**src/rtl/mem_bank_scheduler.sv**
```systemverilog
// Read-sweep sequencer and single-write-port arbiter for the banked state memory.
// Pipeline writebacks always win the write port; host writes wait in a one-entry holding register.
`timescale 1ns/1ps
module mem_bank_scheduler #(
  parameter int NUM_BANKS    = 2,
  parameter int DEPTH        = 18,
  parameter int OUTPUT_DELAY = 1,
  parameter int DATA_WIDTH   = 8,
  parameter int BANK_WIDTH   = $clog2(NUM_BANKS),
  parameter int ADDR_WIDTH   = $clog2(DEPTH)
) (
  input  logic                  clk,
  input  logic                  reset,
  input  logic                  sample_start,
  output logic                  sweep_busy,
  output logic                  sweep_done,
  output logic                  sweep_overrun,
  output logic                  mem_reb,
  output logic [BANK_WIDTH-1:0] mem_bankb,
  output logic [ADDR_WIDTH-1:0] mem_addrb,
  output logic                  rd_valid,
  output logic [BANK_WIDTH-1:0] rd_bank,
  output logic [ADDR_WIDTH-1:0] rd_addr,
  input  logic                  wb_valid,
  input  logic [BANK_WIDTH-1:0] wb_bank,
  input  logic [ADDR_WIDTH-1:0] wb_addr,
  input  logic [DATA_WIDTH-1:0] wb_data,
  input  logic                  host_valid,
  output logic                  host_ready,
  input  logic [BANK_WIDTH-1:0] host_bank,
  input  logic [ADDR_WIDTH-1:0] host_addr,
  input  logic [DATA_WIDTH-1:0] host_data,
  output logic                  mem_wea,
  output logic [BANK_WIDTH-1:0] mem_banka,
  output logic [ADDR_WIDTH-1:0] mem_addra,
  output logic [DATA_WIDTH-1:0] mem_dia
);

  typedef enum logic [1:0] {IDLE, SWEEP, DRAIN} state_t;

  localparam logic [BANK_WIDTH-1:0] LAST_BANK  = BANK_WIDTH'(NUM_BANKS - 1);
  localparam logic [ADDR_WIDTH-1:0] LAST_ADDR  = ADDR_WIDTH'(DEPTH - 1);
  localparam logic [1:0]            DRAIN_INIT = 2'(OUTPUT_DELAY);

  state_t                  state, state_next;
  logic [1:0]              drain_cnt, drain_cnt_next;
  logic                    reb_next;
  logic [BANK_WIDTH-1:0]   bankb_next;
  logic [ADDR_WIDTH-1:0]   addrb_next;
  logic                    drain_last;

  logic                    hold_valid;
  logic [BANK_WIDTH-1:0]   hold_bank;
  logic [ADDR_WIDTH-1:0]   hold_addr;
  logic [DATA_WIDTH-1:0]   hold_data;
  logic                    host_accept;

  assign drain_last = (state == DRAIN) && (drain_cnt == 2'd0);

  // Sweep state register; the read command registers double as the sweep position.
  always_ff @(posedge clk) begin
    if (reset) begin
      state     <= IDLE;
      drain_cnt <= 2'd0;
      mem_reb   <= 1'b0;
      mem_bankb <= '0;
      mem_addrb <= '0;
    end else begin
      state     <= state_next;
      drain_cnt <= drain_cnt_next;
      mem_reb   <= reb_next;
      mem_bankb <= bankb_next;
      mem_addrb <= addrb_next;
    end
  end

  always_comb begin
    state_next     = state;
    drain_cnt_next = drain_cnt;
    reb_next       = 1'b0;
    bankb_next     = mem_bankb;
    addrb_next     = mem_addrb;
    case (state)
      IDLE: begin
        if (sample_start) begin
          state_next = SWEEP;
          reb_next   = 1'b1;
          bankb_next = '0;
          addrb_next = '0;
        end
      end
      SWEEP: begin
        if (mem_bankb == LAST_BANK && mem_addrb == LAST_ADDR) begin
          state_next     = DRAIN;
          drain_cnt_next = DRAIN_INIT;
        end else begin
          reb_next = 1'b1;
          // Address wraps at the bank depth, which need not be a power of two.
          if (mem_addrb == LAST_ADDR) begin
            addrb_next = '0;
            bankb_next = mem_bankb + BANK_WIDTH'(1);
          end else begin
            addrb_next = mem_addrb + ADDR_WIDTH'(1);
          end
        end
      end
      DRAIN: begin
        if (drain_cnt == 2'd0) begin
          if (sample_start) begin
            state_next = SWEEP;
            reb_next   = 1'b1;
            bankb_next = '0;
            addrb_next = '0;
          end else begin
            state_next = IDLE;
          end
        end else begin
          drain_cnt_next = drain_cnt - 2'd1;
        end
      end
      default: state_next = IDLE;
    endcase
  end

  always_comb begin
    sweep_busy    = (state != IDLE);
    sweep_done    = !reset && drain_last;
    sweep_overrun = !reset && sample_start && (state != IDLE) && !drain_last;
  end

  // Read tag alignment stage: tags follow the command by the memory latency.
  generate
    if (OUTPUT_DELAY == 0) begin : g_tag_comb
      assign rd_valid = mem_reb;
      assign rd_bank  = mem_bankb;
      assign rd_addr  = mem_addrb;
    end else begin : g_tag_pipe
      logic                  vld_p  [OUTPUT_DELAY];
      logic [BANK_WIDTH-1:0] bank_p [OUTPUT_DELAY];
      logic [ADDR_WIDTH-1:0] addr_p [OUTPUT_DELAY];
      always_ff @(posedge clk) begin
        if (reset) begin
          for (int i = 0; i < OUTPUT_DELAY; i++) begin
            vld_p[i]  <= 1'b0;
            bank_p[i] <= '0;
            addr_p[i] <= '0;
          end
        end else begin
          vld_p[0]  <= mem_reb;
          bank_p[0] <= mem_bankb;
          addr_p[0] <= mem_addrb;
          for (int i = 1; i < OUTPUT_DELAY; i++) begin
            vld_p[i]  <= vld_p[i-1];
            bank_p[i] <= bank_p[i-1];
            addr_p[i] <= addr_p[i-1];
          end
        end
      end
      assign rd_valid = vld_p[OUTPUT_DELAY-1];
      assign rd_bank  = bank_p[OUTPUT_DELAY-1];
      assign rd_addr  = addr_p[OUTPUT_DELAY-1];
    end
  endgenerate

  // The hold slot can always refill when it is empty or about to drain this cycle.
  assign host_ready  = !reset && (!hold_valid || !wb_valid);
  assign host_accept = host_valid && host_ready;

  // Write port stage: writeback first, held host write whenever writeback is idle.
  always_ff @(posedge clk) begin
    if (reset) begin
      hold_valid <= 1'b0;
      mem_wea    <= 1'b0;
      mem_banka  <= '0;
      mem_addra  <= '0;
      mem_dia    <= '0;
    end else begin
      hold_valid <= host_accept || (hold_valid && wb_valid);
      if (wb_valid) begin
        mem_wea   <= 1'b1;
        mem_banka <= wb_bank;
        mem_addra <= wb_addr;
        mem_dia   <= wb_data;
      end else if (hold_valid) begin
        mem_wea   <= 1'b1;
        mem_banka <= hold_bank;
        mem_addra <= hold_addr;
        mem_dia   <= hold_data;
      end else begin
        mem_wea   <= 1'b0;
      end
    end
  end

  always_ff @(posedge clk) begin
    if (host_accept) begin
      hold_bank <= host_bank;
      hold_addr <= host_addr;
      hold_data <= host_data;
    end
  end

endmodule

```
**config.mk**
```make
export PLATFORM = sky130hd
export DESIGN_NAME = mem_bank_scheduler
export DESIGN_NICKNAME = d
export VERILOG_FILES = /design/src/rtl/mem_bank_scheduler.sv
export SDC_FILE = /design/constraint.sdc
export NUM_CORES = 1
export LEC_CHECK = 0
export CORE_MARGIN = 2
export CORE_UTILIZATION = 48
export CTS_BUF_LIST = sky130_fd_sc_hd__clkbuf_16
export DETAILED_ROUTE_END_ITERATION = 10
export PLACE_DENSITY = 0.86
export SETUP_SLACK_MARGIN = 0.1
export SLEW_MARGIN = 15
export SYNTH_ARGS = -nofsm -noshare
export SYNTH_HDL_FRONTEND = slang
export SYNTH_SLANG_ARGS = --single-unit
```
**constraint.sdc**
```tcl
create_clock -name clk -period 3.27 [get_ports clk]
set_input_delay 0.654 -clock clk [delete_from_list [all_inputs] [get_ports clk]]
set_output_delay 0.654 -clock clk [all_outputs]
set_load 0.01 [all_outputs]
```
==> impl_metrics.yaml <==
timing:
  hold_slack_ns: 0.466
  rsz0062_at_grt: "false"
  min_period_ns: 2.69
  worst_pin_slew_ns: 0.655
  fin_crit_sh_pct: 82.3
  finalSetupViolCount: 0
  max_freq_ghz: 0.372
  slew_viol_final: 0
  skew_ns: 0.00348
  slew_headroom_pct: 56.3
  hold_violations: 0
  fin_setup_tns_ns: 0
cts:
  tritoncts: "yes"
  cts_buffers: 5
  cts_hold_buf: 0
  post-cts-setup-buffer-count: 0
  cts-root-buf: "clkbuf_16"
  insertion_delay_ns: 0.28
  cts.sinks: 48
  path_clk_slew_ns: 0.06
  cts_max_level: 2
  clock_tree.buffer_depth: 2
  cts_resized: 0
setup_path:
  path_cells: "clkdlybuf4s50_1 > buf_4 > a21oi_1 > clkdlybuf4s50_1"
  cpMostUsedCell: "clkdlybuf4s50_1"
  path_max_fanout: 12
  crit_family: "buffers and inverters"
  critical_path_class: "input port to primary output"
  reg2reg_setup_slack_ns: 1.80
  worst_ep_required_time_ns: 2.62
  cpPeakStageDelay_ns: 0.56
  endpoint_kind: "primary output"
  timing.rr.end: "mem_addrb[2]$_SDFFE_PP0P_"
  crit_path_top_delay_cell: "clkdlybuf4s50_1"
  cp_num_buf_inv: 3
  cp.arrival_ns: 2.04
  worstSetupStartpointType: "input port"
  rr_worst_depth: 6
  r2r-start: "mem_addrb[1]$_SDFFE_PP0P_"
power:
  power_density_nw_per_um2: 520
  p_comb_share_pct: 11.7
  netSwitchingFraction_pct: 19.8
  p_int_uw: 1170
  seqPwrFrac_pct: 44.8
  peakVddDrop_v: 0.000357
  clockPowerShare_pct: 43.5
  switchingPower_uw: 289
  p_total_uw: 1460
  p_leak_uw: 0.00105
routing:
  vias: 1454
  first_iter_violations: 77
  post-route-drc-count: 0
  viasPerCell: 4.96
  wl_per_cell_um: 13.3
  wl_um: 3880
  antenna_left: 0
  first_pass_iters: 5
placed_design:
  hpwl_um: 2780
  place_inst: 285
  gp_congestion: 0.730
  placed_cell_area_um2: 2620
  io_buffer_count: 65
layout:
  design_area_um2: 2810
  nets: 278
  syn_to_final_growth_pct: 43.9
  seq_area_um2: 1100
  layout-drive-gt1-share_pct: 8.23
  multi_input_area_um2: 754
  fin_cells: 293
  antenna_cells: 0
  n_fill_cell: 323
synth:
  synthesis.nets: 214
  yosys.area_share.simple_pct: 16.8
  ys_seq_area_share_pct: 56.4
  synth_compound_area_share_pct: 12.2
  syn_inst: 178
  synthFlopType: "dfxtp_1"
  avgSynthCellArea_um2: 11.0
  synth_mux_area_share_pct: 7.17
  async_flop_share_pct: 0
  synth_fa_ha_area_share_pct: 1.92
  ys_types: 36
  synth_warnings: 0
  synth-seq-cells: 48
  syn_area_um2: 1950
  synth-xor-area-share_pct: 0.448
  synth_edf_count: 14
  synth_top_family_by_area: "simple AND/OR/NAND/NOR gates"
floorplan:
  dieHeight_um: 67.8
  boundaryPins: 66
  num_rows: 23
  dieArea_um2: 4600
  start_util_pct: 49.2
  core_region_area_um2: 3970
  die_x_um: 67.8
global_route:
  grt_pass1_wl_um: 5750
  antenna_found_initial: 0
  grt_pass1_vias: 1245
  grt_max_degree: 31
  overflow: 0
  grt_util_all_layers_pct: 17.6
outcome:
  outcome: "finished, final reports clean"
min_path:
  holdCritStartpoint: "mem_reb$_SDFF_PP0_"
  hold_class: "flop to flop"
  hold_depth: 1
  holdPathEnd: "g_tag_pipe.vld_p[0]$_SDFF_PP0_"
job:
  maxCapViolCount: 0
==> power groups by stage <==
stage | combinational, µW | clock [µW] | sequential (µW)
finish | 171 | 637 | 654
global route | 184 | 678 | 657
CTS | 173 | 649 | 655
detailed placement | 171 | 0 | 668
global placement | 169 | 0 | 667
floorplan | 80.4 | 0 | 671
==> cell families after synthesis <==
family / count (synthesis)
AND/OR/NAND/NOR: 61
multiplexers: 14
adder cells (fa/ha/maj): 3
AO/OA/AOI/OAI: 33
flip-flops: 48
buffers and inverters: 18
XOR/XNOR: 1
==> placed cells by master (no fill, tap or decap), drive strengths merged, types with 3 or more instances in the layout <==
| cell | synthesis | final |
|---|---|---|
| buf | 10 | 4 |
| ha | 3 | 3 |
| nor2 | 34 | 34 |
| dfxtp | 34 | 34 |
| a31o | 5 | 5 |
| mux2i | 14 | 14 |
| inv | 6 | 7 |
| nand2 | 4 | 4 |
| clkdlybuf4s50 | 0 | 65 |
| a21oi | 22 | 22 |
| clkbuf | 2 | 5 |
| edfxtp | 14 | 14 |
| nor2b | 6 | 6 |
| nor3 | 3 | 3 |
==> worst max path at each step <==
stage               startpoint         end  slack [ns]  cells after the start
CTS                      reset  host_ready        0.58                      4
detailed placement       reset  host_ready        0.58                      4
floorplan                reset  sweep_done        1.16                      3
finish                   reset  host_ready        0.58                      4
global placement         reset  host_ready        0.59                      4
global route             reset  host_ready        0.47                      4
==> cell type report <==
| cell class | instances | area share, % |
|---|---|---|
| Inverter | 6 | 0.801 |
| Tap cell | 50 | 2.23 |
| Multi-Input combinational cell | 112 | 26.8 |
| Clock inverter | 3 | 2.27 |
| Sequential cell | 48 | 39.2 |
| Timing Repair Buffer | 69 | 24.2 |
| Clock buffer | 5 | 4.45 |
==> synth_stat cells (2+ instances only) <==
cell	instances	share of area, %
a211oi_1	2	0.77
a31o_1	5	2.2
edfxtp_1	14	22
a21oi_1	21	5.4
buf_1	2	0.38
nand2_1	4	0.77
buf_6	2	1.2
a221oi_2	2	1.5
nor3_1	3	0.77
nand3_1	2	0.51
or3_1	2	0.64
ha_1	3	1.9
buf_4	3	1.2
clkbuf_1	2	0.38
dfxtp_1	34	35
mux2i_1	14	7.2
buf_2	3	0.77
nor2b_1	4	1.3
nor2_1	34	6.5
inv_1	6	1.2
==> stage by stage <==
step / worst slack, ns / utilization [%]
6_report: 0.580 / 70.8
5_1_grt: 0.470 / 70.8
4_1_cts: 0.580 / 70.8
3_5_place_dp: 0.580 / 66.0
3_3_place_gp: 0.589 / 66.0
2_1_floorplan: 1.16 / -
==> flip-flops by register name (all words and copies together), names as in the netlist, 2 cells and up <==
name and count:
hold_addr 5, hold_data 8, g_tag_pipe.addr_p 5, drain_cnt 2, state 2, mem_addrb 5
mem_addra 5, mem_dia 8
==> per-layer routing <==
layer / part of all wire [%] / up-vias / track usage (%)
met3: 3.9 / 2 / 4.67
met2: 53 / 34 / 29.8
li1: - / 742 / -
met4: 1.0 / 0 / 7.50
met5: 0 / - / 0
met1: 42 / 676 / 21.0
Power figures use the tool's default switching activity.
